--- src/rtl/stopwatch_pkg.sv ---
// Shared constants for the stopwatch control block: FSM state encoding,
// state width and the default prescaler division.
package stopwatch_pkg;

  localparam int STATE_W      = 2;
  localparam int DEF_TICK_DIV = 250000;

  typedef enum logic [STATE_W-1:0] {
    ST_IDLE   = 2'd0,
    ST_RUN    = 2'd1,
    ST_PAUSED = 2'd2,
    ST_DONE   = 2'd3
  } state_t;

endpackage

--- src/rtl/btn_edge.sv ---
// Single-bit rising-edge detector for an already synchronised button level.
// The first cycle after reset is masked so a button held through reset gives no event.
module btn_edge (
  input  logic clk,
  input  logic reset,
  input  logic i_btn,
  output logic o_edge
);

  logic r_btn_q;
  logic r_armed;

  always_ff @(posedge clk) begin
    if (reset) begin
      r_btn_q <= 1'b0;
      r_armed <= 1'b0;
    end else begin
      r_btn_q <= i_btn;
      r_armed <= 1'b1;
    end
  end

  assign o_edge = i_btn & ~r_btn_q & r_armed;

endmodule

--- src/rtl/stopwatch_ctrl.sv ---
// Stopwatch run/pause FSM, count-tick prescaler, clear pulse and lap freeze.
// Lap support is built only when STOPWATCH_LAP_EN is defined; otherwise lap_hold is 0.
module stopwatch_ctrl
  import stopwatch_pkg::*;
#(
  parameter int TICK_DIV = DEF_TICK_DIV,
  parameter int DIV_W    = 18
) (
  input  logic               clk,
  input  logic               reset,
  input  logic               btn_start_stop,
  input  logic               btn_clear,
  input  logic               btn_lap,
  input  logic               at_max,
  output logic               tick,
  output logic               count_clr,
  output logic               running,
  output logic               lap_hold,
  output logic [STATE_W-1:0] state
);

  localparam logic [DIV_W-1:0] DIV_LAST = DIV_W'(TICK_DIV - 1);

  state_t           r_state;
  state_t           w_state_nxt;
  logic [DIV_W-1:0] r_div_cnt;
  logic [DIV_W-1:0] w_div_nxt;
  logic             r_count_clr;
  logic             w_ss_ev;
  logic             w_clr_ev;
  logic             w_div_last;
  logic             w_auto_stop;

  btn_edge u_ss_edge (
    .clk    (clk),
    .reset  (reset),
    .i_btn  (btn_start_stop),
    .o_edge (w_ss_ev)
  );

  btn_edge u_clr_edge (
    .clk    (clk),
    .reset  (reset),
    .i_btn  (btn_clear),
    .o_edge (w_clr_ev)
  );

  assign w_div_last  = (r_div_cnt == DIV_LAST);
  // The tick that would overflow the counter chain becomes the stop condition.
  assign w_auto_stop = (r_state == ST_RUN) & w_div_last & at_max;

  always_ff @(posedge clk) begin
    if (reset) begin
      r_state     <= ST_IDLE;
      r_div_cnt   <= '0;
      r_count_clr <= 1'b0;
    end else begin
      r_state     <= w_state_nxt;
      r_div_cnt   <= w_div_nxt;
      r_count_clr <= w_clr_ev;
    end
  end

  // Clear beats start/stop; start/stop in RUN beats the auto-stop.
  always_comb begin
    w_state_nxt = r_state;
    if (w_clr_ev) begin
      w_state_nxt = ST_IDLE;
    end else begin
      case (r_state)
        ST_IDLE:   if (w_ss_ev) w_state_nxt = ST_RUN;
        ST_RUN: begin
          if (w_ss_ev)          w_state_nxt = ST_PAUSED;
          else if (w_auto_stop) w_state_nxt = ST_DONE;
        end
        ST_PAUSED: if (w_ss_ev) w_state_nxt = ST_RUN;
        default:   w_state_nxt = r_state;
      endcase
    end
  end

  // Prescaler keeps its phase while paused and restarts from 0 otherwise.
  always_comb begin
    w_div_nxt = '0;
    if (!w_clr_ev) begin
      case (r_state)
        ST_RUN:    w_div_nxt = w_div_last ? '0 : r_div_cnt + 1'b1;
        ST_PAUSED: w_div_nxt = r_div_cnt;
        default:   w_div_nxt = '0;
      endcase
    end
  end

  always_comb begin
    tick      = (r_state == ST_RUN) & w_div_last & ~at_max;
    running   = (r_state == ST_RUN);
    count_clr = r_count_clr;
    state     = r_state;
  end

`ifdef STOPWATCH_LAP_EN
  logic w_lap_ev;
  logic r_lap_hold;
  logic w_lap_nxt;

  btn_edge u_lap_edge (
    .clk    (clk),
    .reset  (reset),
    .i_btn  (btn_lap),
    .o_edge (w_lap_ev)
  );

  // A lap press loses to clear and start/stop in the same cycle.
  always_comb begin
    w_lap_nxt = r_lap_hold;
    if (w_clr_ev) begin
      w_lap_nxt = 1'b0;
    end else begin
      case (r_state)
        ST_RUN: begin
          if (!w_ss_ev) begin
            if (w_auto_stop)   w_lap_nxt = 1'b0;
            else if (w_lap_ev) w_lap_nxt = ~r_lap_hold;
          end
        end
        ST_PAUSED: if (!w_ss_ev && w_lap_ev) w_lap_nxt = 1'b0;
        default:   w_lap_nxt = 1'b0;
      endcase
    end
  end

  always_ff @(posedge clk) begin
    if (reset) r_lap_hold <= 1'b0;
    else       r_lap_hold <= w_lap_nxt;
  end

  assign lap_hold = r_lap_hold;
`else
  logic w_unused_lap;
  assign w_unused_lap = btn_lap;
  assign lap_hold     = 1'b0;
`endif

endmodule

--- config.mk ---
export PLATFORM = sky130hd
export DESIGN_NAME = stopwatch_ctrl
export DESIGN_NICKNAME = d
export VERILOG_FILES = /design/src/rtl/stopwatch_pkg.sv /design/src/rtl/btn_edge.sv /design/src/rtl/stopwatch_ctrl.sv
export SDC_FILE = /design/constraint.sdc
export NUM_CORES = 1
export LEC_CHECK = 0
export CORE_MARGIN = 4
export CORE_UTILIZATION = 39
export CTS_CLUSTER_DIAMETER = 100
export DETAILED_ROUTE_END_ITERATION = 8
export GPL_ROUTABILITY_DRIVEN = 0
export PLACE_DENSITY = 0.57
export SLEW_MARGIN = 10
export SYNTH_ARGS = -nofsm -noshare
export SYNTH_HDL_FRONTEND = slang
export SYNTH_SLANG_ARGS = --single-unit
--- constraint.sdc ---
create_clock -name clk -period 5.3 [get_ports clk]
set_input_delay 1.06 -clock clk [delete_from_list [all_inputs] [get_ports clk]]
set_output_delay 1.06 -clock clk [all_outputs]
set_load 0.1 [all_outputs]
Yosys cells after proc, flatten, opt, wreduce, memory -nomap -nowiden
Cells that the tools add are included.

cells by class
  add/sub/neg operators = 1
  $mul = 0
  divide/modulo/power cells = 0
  magnitude comparators = 0
  eq/ne operators = 5
  shifts and indexed selects = 0
  mux-type cells = 7
  bitwise logic cells = 10
  reduce and logical (&&, ||, !) cells = 5

operator list
  cell                                                   count
  one-hot mux 18 bit (2 select lines)                    1
  adder 18 x 1 -> 18 bit, second input constant          1
  == test 18 bit, second input constant                  1
  2-to-1 mux 18 bit                                      1
  bitwise AND 1 bit                                      7
  2-to-1 mux 2 bit                                       3
  one-hot mux 2 bit (2 select lines)                     1
  OR reduction 2 bit                                     2
  inequality test 3 x 1 -> 1 bit, second input constant  1
  inverter 1 bit                                         3
  AND reduction 3 bit                                    1
  == test 2 x 1 -> 1 bit, second input constant          1
  == test 2 bit, second input constant                   1
  zero test 2 bit                                        1
  inequality test 2 x 1 -> 1 bit, second input constant  1
  nonzero test 2 bit                                     1
  2-to-1 mux 1 bit                                       1

word-level totals
  bits in registers = 24
  latch bits = 0
  RAM bits = 0
  ROM bits = 0
  input bits = 6
  output and inout port bits = 6
  memories kept = 0

Longest topological paths before layout
Gate-level depths: netlist of the first run.

  depth in word-level cells = 6
  gate-level depth with buffers = 7
  depth with buffers taken out = 6

Modules after synthesis
Synthesis of the first run repeated with hierarchy kept, for this count alone.

second synthesis, totals
  cell total of the unflattened synthesis = 147
  area total of the unflattened synthesis = 1224.9 um^2

modules (own cells, without submodules)
  module          instances  cells each  area an instance (um^2)  sequential area each (um^2)
  stopwatch_ctrl  1          137         1107.3                   420.4
  btn_edge        2          5           58.8                     40.0

Worst setup path after synthesis of the first run
OpenSTA, ideal clock, no wires.

  path kind = reg-to-output
  start = reg r_state[0] (netlist: state[0])
  end = out tick
  data arrival time = 3.442 ns
  slack = 0.798 ns
  stages on the path, launching flop included = 3
  cell sequence = dfxtp_1 > nand2b_1 > nor3_1

on the way
  word-level cells in the longest chain between the ends = 3

ends and longest elaborated chain
  element                          line                  text
  from (decl)                      stopwatch_ctrl.sv:24  state_t r_state;
  from (signal assigned)           stopwatch_ctrl.sv:58  r_state <= w_state_nxt;
  == test 2 x 1 -> 1 bit           stopwatch_ctrl.sv:95  tick = (r_state == ST_RUN) & w_div_last & ~at_max;
  bitwise AND 1 bit (2 in series)  stopwatch_ctrl.sv:95
  to (decl)                        stopwatch_ctrl.sv:15  output logic tick,

Every way passes these cells.

Worst setup path in the final report of the first run
  start = reg r_div_cnt[0]
  end = out tick

on the way
  word-level cells in the longest chain between the ends = 3

ends and longest elaborated chain
  element                          line                  text
  from (decl)                      stopwatch_ctrl.sv:26  logic [DIV_W-1:0] r_div_cnt;
  from (signal assigned)           stopwatch_ctrl.sv:59  r_div_cnt <= w_div_nxt;
  == test 18 bit                   stopwatch_ctrl.sv:48  assign w_div_last = (r_div_cnt == DIV_LAST);
  bitwise AND 1 bit (2 in series)  stopwatch_ctrl.sv:95

Every way passes these cells.

==> metrics.txt, run 1 <==
Starting Density between 40 and 50%; Detailed Route WL roughly 2.7 mm; first-pass GRT wire length around 4.8 mm; Hold Crit Start r_div_cnt[17]; IO buf count 9; synth unique cells 41; wire length per cell approximately 13 um; die width between 60 and 70 um; Setup crit start kind register; Non-Filler Instances 203; Logic pwr share under 10%; sequential share of power between 50% and 60%; sw frac between 20 and 25%; P per Cell Area approximately 250 nW/um2; I/O Pins 12; mapped cell area ~1300 um2; WHS Endpoint r_div_cnt[17]; setup ws final 1.24 ns; Worst Hold Path Cells 1; initial antenna violation count 0; placed standard-cell area between 1000 and 1500 um2; CTS H-Tree Depth 1; aggregate global-route resource usage around 14%; beginning of the worst register-to-register path r_div_cnt[0]; ANT cells 0; Pint approximately 270 uW; Setup WS pre-CTS roughly 1.4 ns; vias ~1100; most frequent cell after synthesis dfxtp_1; Max Fanout on Critical Path 5; endpoints failing setup 0; CP endpoint kind output port; top cells by count, synth 24 x dfxtp_1, 18 x nand2_1, 15 x nand3_1, 14 x a31oi_1, 11 x nor2_1; synthesis-stage register bit count 24; cts hold-fix bufs 0; Static Leak approximately 0.00046 uW; Rows 20; peak supply drop around 160 uV; TritonCTS clock tree built; Seq/Total Area, Yosys between 30% and 40%; Clock Tree Root clkbuf_4; Post-route DRC 0; worst flop-to-flop path endpoint r_div_cnt[12]; DIE AREA approximately 4200 um2; cell taking the most area after synthesis dfxtp_1; Syn Nets between 150 and 200; switching pwr 85.1 uW; DP HPWL 1.91 mm; slew margin rel. 35.0%; DP Cell Count roughly 200; Die Ht about 65 um; min Tclk post-route around 4 ns; Clock Tree Buf Depth 2; final hold viol count 0; Fillers roughly 320; top cell type's share of synthesized area 37.9%; EDFF count, synth 0; Reg clk slew, reported paths around 0.14 ns; Setup Fix Bufs, Post-CTS 0; antenna viol nets, final 0; critical path type reg2out; CP arrival 3.00 ns; vias per inst ~5.4; largest net degree at the start of global routing 25; worst-case reg-to-reg path depth 6; top_reg_cell synth dfxtp_1; Synth area leaders dfxtp_1 38%, a31oi_1 6.9%, nand3_1 5.9%, nand2_1 5.3%, nor2_1 3.3%; share of cells above drive strength 1 under 10%; post-cts resize count 0; Final period util roughly 77%; hold crit path type reg2reg; FFs w/ async S/R, synth 0%; clock share of power a little under two fifths; f_max between 0.2 and 0.25 GHz; unrepaired setup endpoints after global routing false; R2R setup slack 3.10 ns; clock latency on the worst-skew pair 0.32 ns; clk sinks 24; CTS Buf Count 3; nets@finish 167; Final Instance Area 1430 um2; Max Slew Vio Count 0; syn avg cell area ~8.4 um2; Final Skew around 0.013 ns; core box area 3080 um2; GRT overflow 0; setup TNS 0 ns; Worst-Margin Slew roughly 0.97 ns; area grow syn2layout 12.8%; max_cap viols 0; Synth warnings 0; DRT iter0 DRCs 49; Crit path required time 4.24 ns; run status finished clean; vias in the first global route between 1000 and 1500; 1st-pass router iterations 4; Cells after Synth about 150; final hold slack approximately 0.5 ns
## how the worst max path moves through the flow
stage | startpoint | endpoint | slack [ns] | cells past startpoint
floorplan | state[0] | tick | 0.80 | 2
global placement | at_max | tick | 1.40 | 3
detailed placement | at_max | tick | 1.42 | 3
CTS | r_div_cnt[0] | tick | 1.23 | 6
global route | r_div_cnt[0] | tick | 1.09 | 6
finish | r_div_cnt[0] | tick | 1.24 | 6
## flip-flops by register name, indices dropped and copies added (netlist names)
| name | count |
|---|---|
| u_clr_edge.r_btn_q | 1 |
| u_ss_edge.r_btn_q | 1 |
| u_clr_edge.r_armed | 1 |
| r_div_cnt | 18 |
| state | 2 |
| count_clr | 1 |
## power groups by stage
stage               sequential (uW)  combinational, uW  clock [uW]
floorplan                       194               21.7           0
global placement                188               34.4           0
detailed placement              188               34.9           0
CTS                             184               35.0         139
global route                    185               37.4         144
finish                          184               34.8         135
## metrics by stage
step / power [uW] / utilization [%]
floorplan: 216 / -
global placement: 222 / 44.8
detailed placement: 223 / 44.8
CTS: 358 / 46.5
global route: 367 / 46.5
finish: 354 / 46.5
## per-layer routing
| metal | vias up | share of wire, % | GRT usage (%) |
|---|---|---|---|
| li1 | 574 | - | - |
| met1 | 503 | 49 | 17.9 |
| met2 | 14 | 47 | 24.0 |
| met3 | 2 | 3.5 | 4.51 |
| met4 | 0 | 0.56 | 1.55 |
| met5 | - | 0 | 0 |
## final cells by class
class,instances,area (um2),share of cell area [%]
multi-input combinational,115,723,50.5
sequential,24,480,33.6
timing repair buffer,10,97.6,6.82
tap,44,55.1,3.85
clock inverter,1,30.0,2.10
clock buffer,3,22.5,1.57
inverter,6,22.5,1.57
## cell families (layout without fill, tap and decap cells)
group	Yosys count	after routing	share of synthesized area, %
buffers and inverters	12	20	5.13
AO/OA/AOI/OAI	31	31	17.3
flip-flops	24	24	37.9
XOR/XNOR	2	2	1.38
adder cells (fa/ha/maj)	1	1	0.986
multiplexers	3	3	2.37
other	1	1	0.296
AND/OR/NAND/NOR	77	77	34.7
## cells in the final DEF, fill, tap and decap left out, drive strengths merged, types with 4 or more instances in the layout
master         instances
a21oi                  4
a31oi                 14
and3                   4
clkdlybuf4s50          9
dfxtp                 24
inv                    6
nand2                 18
nand3                 16
nand3b                 4
nand4                  6
nor2                  11
nor2b                  5
## critical path, stage by stage, from the launching register on
cell	delay [ns]
dfxtp_1	0.41
ha_1	0.25
nand3_2	0.17
nor4b_4	0.40
nand2_1	0.12
nor3_1	0.15
clkdlybuf4s50_1	1.16
(Power assumes the default switching activity.)
==> run 2: changes to the inputs <==
Settings changed: PLACE_DENSITY 0.57 to 0.59.
Clock period 5.3 ns to 3.5 ns, I/O delays scaled along.
==> metrics.txt, run 2 (synthesis gave the netlist of run 1 again) <==
cts hold-fix bufs 0; critical path type reg2out; nets@finish around 170; Largest Register r_div_cnt; initial antenna violation count 0; CP endpoint kind output port; Setup crit start kind register; Rows 20; 1st-pass router iterations 4; Reg clk slew, reported paths about 0.14 ns; min Tclk post-route approximately 2.8 ns; run status finished clean; post-cts resize count 0; Max Fanout on Critical Path 5; max_cap viols 0; Multi-input gate area between 700 and 800 um2; Clock Tree Root clkbuf_4; Final Skew roughly 0.0098 ns; endpoints failing setup 0; Final Instance Area between 1000 and 1500 um2; Worst-Margin Slew 0.969 ns; commonest non-fill, non-tap cell in the layout dfxtp_1; I/O Pins 12; clk sinks 24; max reg flops 18; aggregate global-route resource usage between 10 and 15%; placed standard-cell area roughly 1400 um2; IO buf count 9; DP Cell Count just under 200; final hold viol count 0; largest net degree at the start of global routing 25; vias ~1100; setup TNS 0 ns; slew margin rel. between 30% and 40%; antenna viol nets, final 0; Post-route DRC 0; core box area 3080 um2; power after layout roughly 480 uW; sequential cell area between 400 and 500 um2; P per Cell Area around 340 nW/um2; commonest non-fill, non-tap cells in the layout 24 x dfxtp_1, 18 x nand2_1, 15 x nand3_1; Setup Fix Bufs, Post-CTS 0; Crit path required time 2.80 ns; unrepaired setup endpoints after global routing false; DP HPWL 1.97 mm; Final period util 80.9%; Clock Tree Buf Depth 2; first-pass GRT wire length ~4.9 mm; vias in the first global route 1087; wire length per cell between 10 and 15 um; Non-Filler Instances just over 200; die width between 60 and 70 um; CTS H-Tree Depth 1; Die Ht between 60 and 70 um; peak supply drop approximately 130 uV; Max Slew Vio Count 0; CTS Buf Count 3; CP arrival 2.13 ns; Static Leak around 0.00046 uW; TritonCTS clock tree built; Detailed Route WL ~2.7 mm; area grow syn2layout 11.3%; ANT cells 0; f_max roughly 0.35 GHz; Starting Density about 41%; Fillers roughly 320; GRT overflow 0; clock latency on the worst-skew pair ~0.32 ns; DRT iter0 DRCs 56; share of cells above drive strength 1 between 10% and 20%; hold crit path type reg2reg; vias per inst ~5.5; DIE AREA roughly 4200 um2
run 2: cell types whose count changed in the layout (fill, tap and decap cells not counted):
cell             delta
bufinv_16           -1
buf_4               +3
clkbuf_8            +1
nor3_2              +1
clkdlybuf4s50_1     -3
nor3_1              -1
run 2: routing by layer:
layer | share of wire (%) | vias up | GRT usage [%]
li1 | - | 575 | -
met1 | 51 | 517 | 18.4
met2 | 45 | 13 | 24.4
met3 | 3.0 | 4 | 2.77
met4 | 1.1 | 0 | 3.89
met5 | 0 | - | 0
run 2: worst paths after layout:
path,startpoint,endpoint,slack [ns],depth (start not counted)
worst min register to register,r_div_cnt[17],r_div_cnt[17],0.50,1
worst min-delay path,r_div_cnt[17],r_div_cnt[17],0.50,1
worst max register to register,r_div_cnt[0],r_div_cnt[12],1.35,6
worst max-delay path,r_div_cnt[0],tick,0.67,6
run 2: worst max-delay path: stages, from the launching register on:
cell	delay, ns
dfxtp_1	0.42
ha_1	0.26
nand3_2	0.16
nor4b_4	0.40
nand2_1	0.14
nor3_2	0.13
buf_4	0.31
run 2: final cells by class:
type / count / share of cell area (%)
multi-input cells: 115 / 51.6
inverters: 6 / 1.59
flip-flops and latches: 24 / 34.0
clock buffers: 4 / 2.57
well taps: 44 / 3.90
repair buffers: 10 / 6.38
run 2: power by group:
part / leakage (uW) / internal [uW] / switching (uW)
combinational: 0.000241 / 13.5 / 39.2
clock: 0.0000210 / 63.6 / 87.9
sequential: 0.000195 / 277 / 2.26
run 2: metrics by stage:
stage | setup slack [ns] | utilization, % | hold slack, ns
final | 0.670 | 45.9 | 0.502
after global routing | 0.470 | 45.9 | 0.529
after CTS | 0.649 | 45.9 | 0.499
after detailed placement | 1.03 | 44.7 | 0.475
after global placement | 1.04 | 44.7 | 0.467
after floorplan | 0.202 | - | 0.433
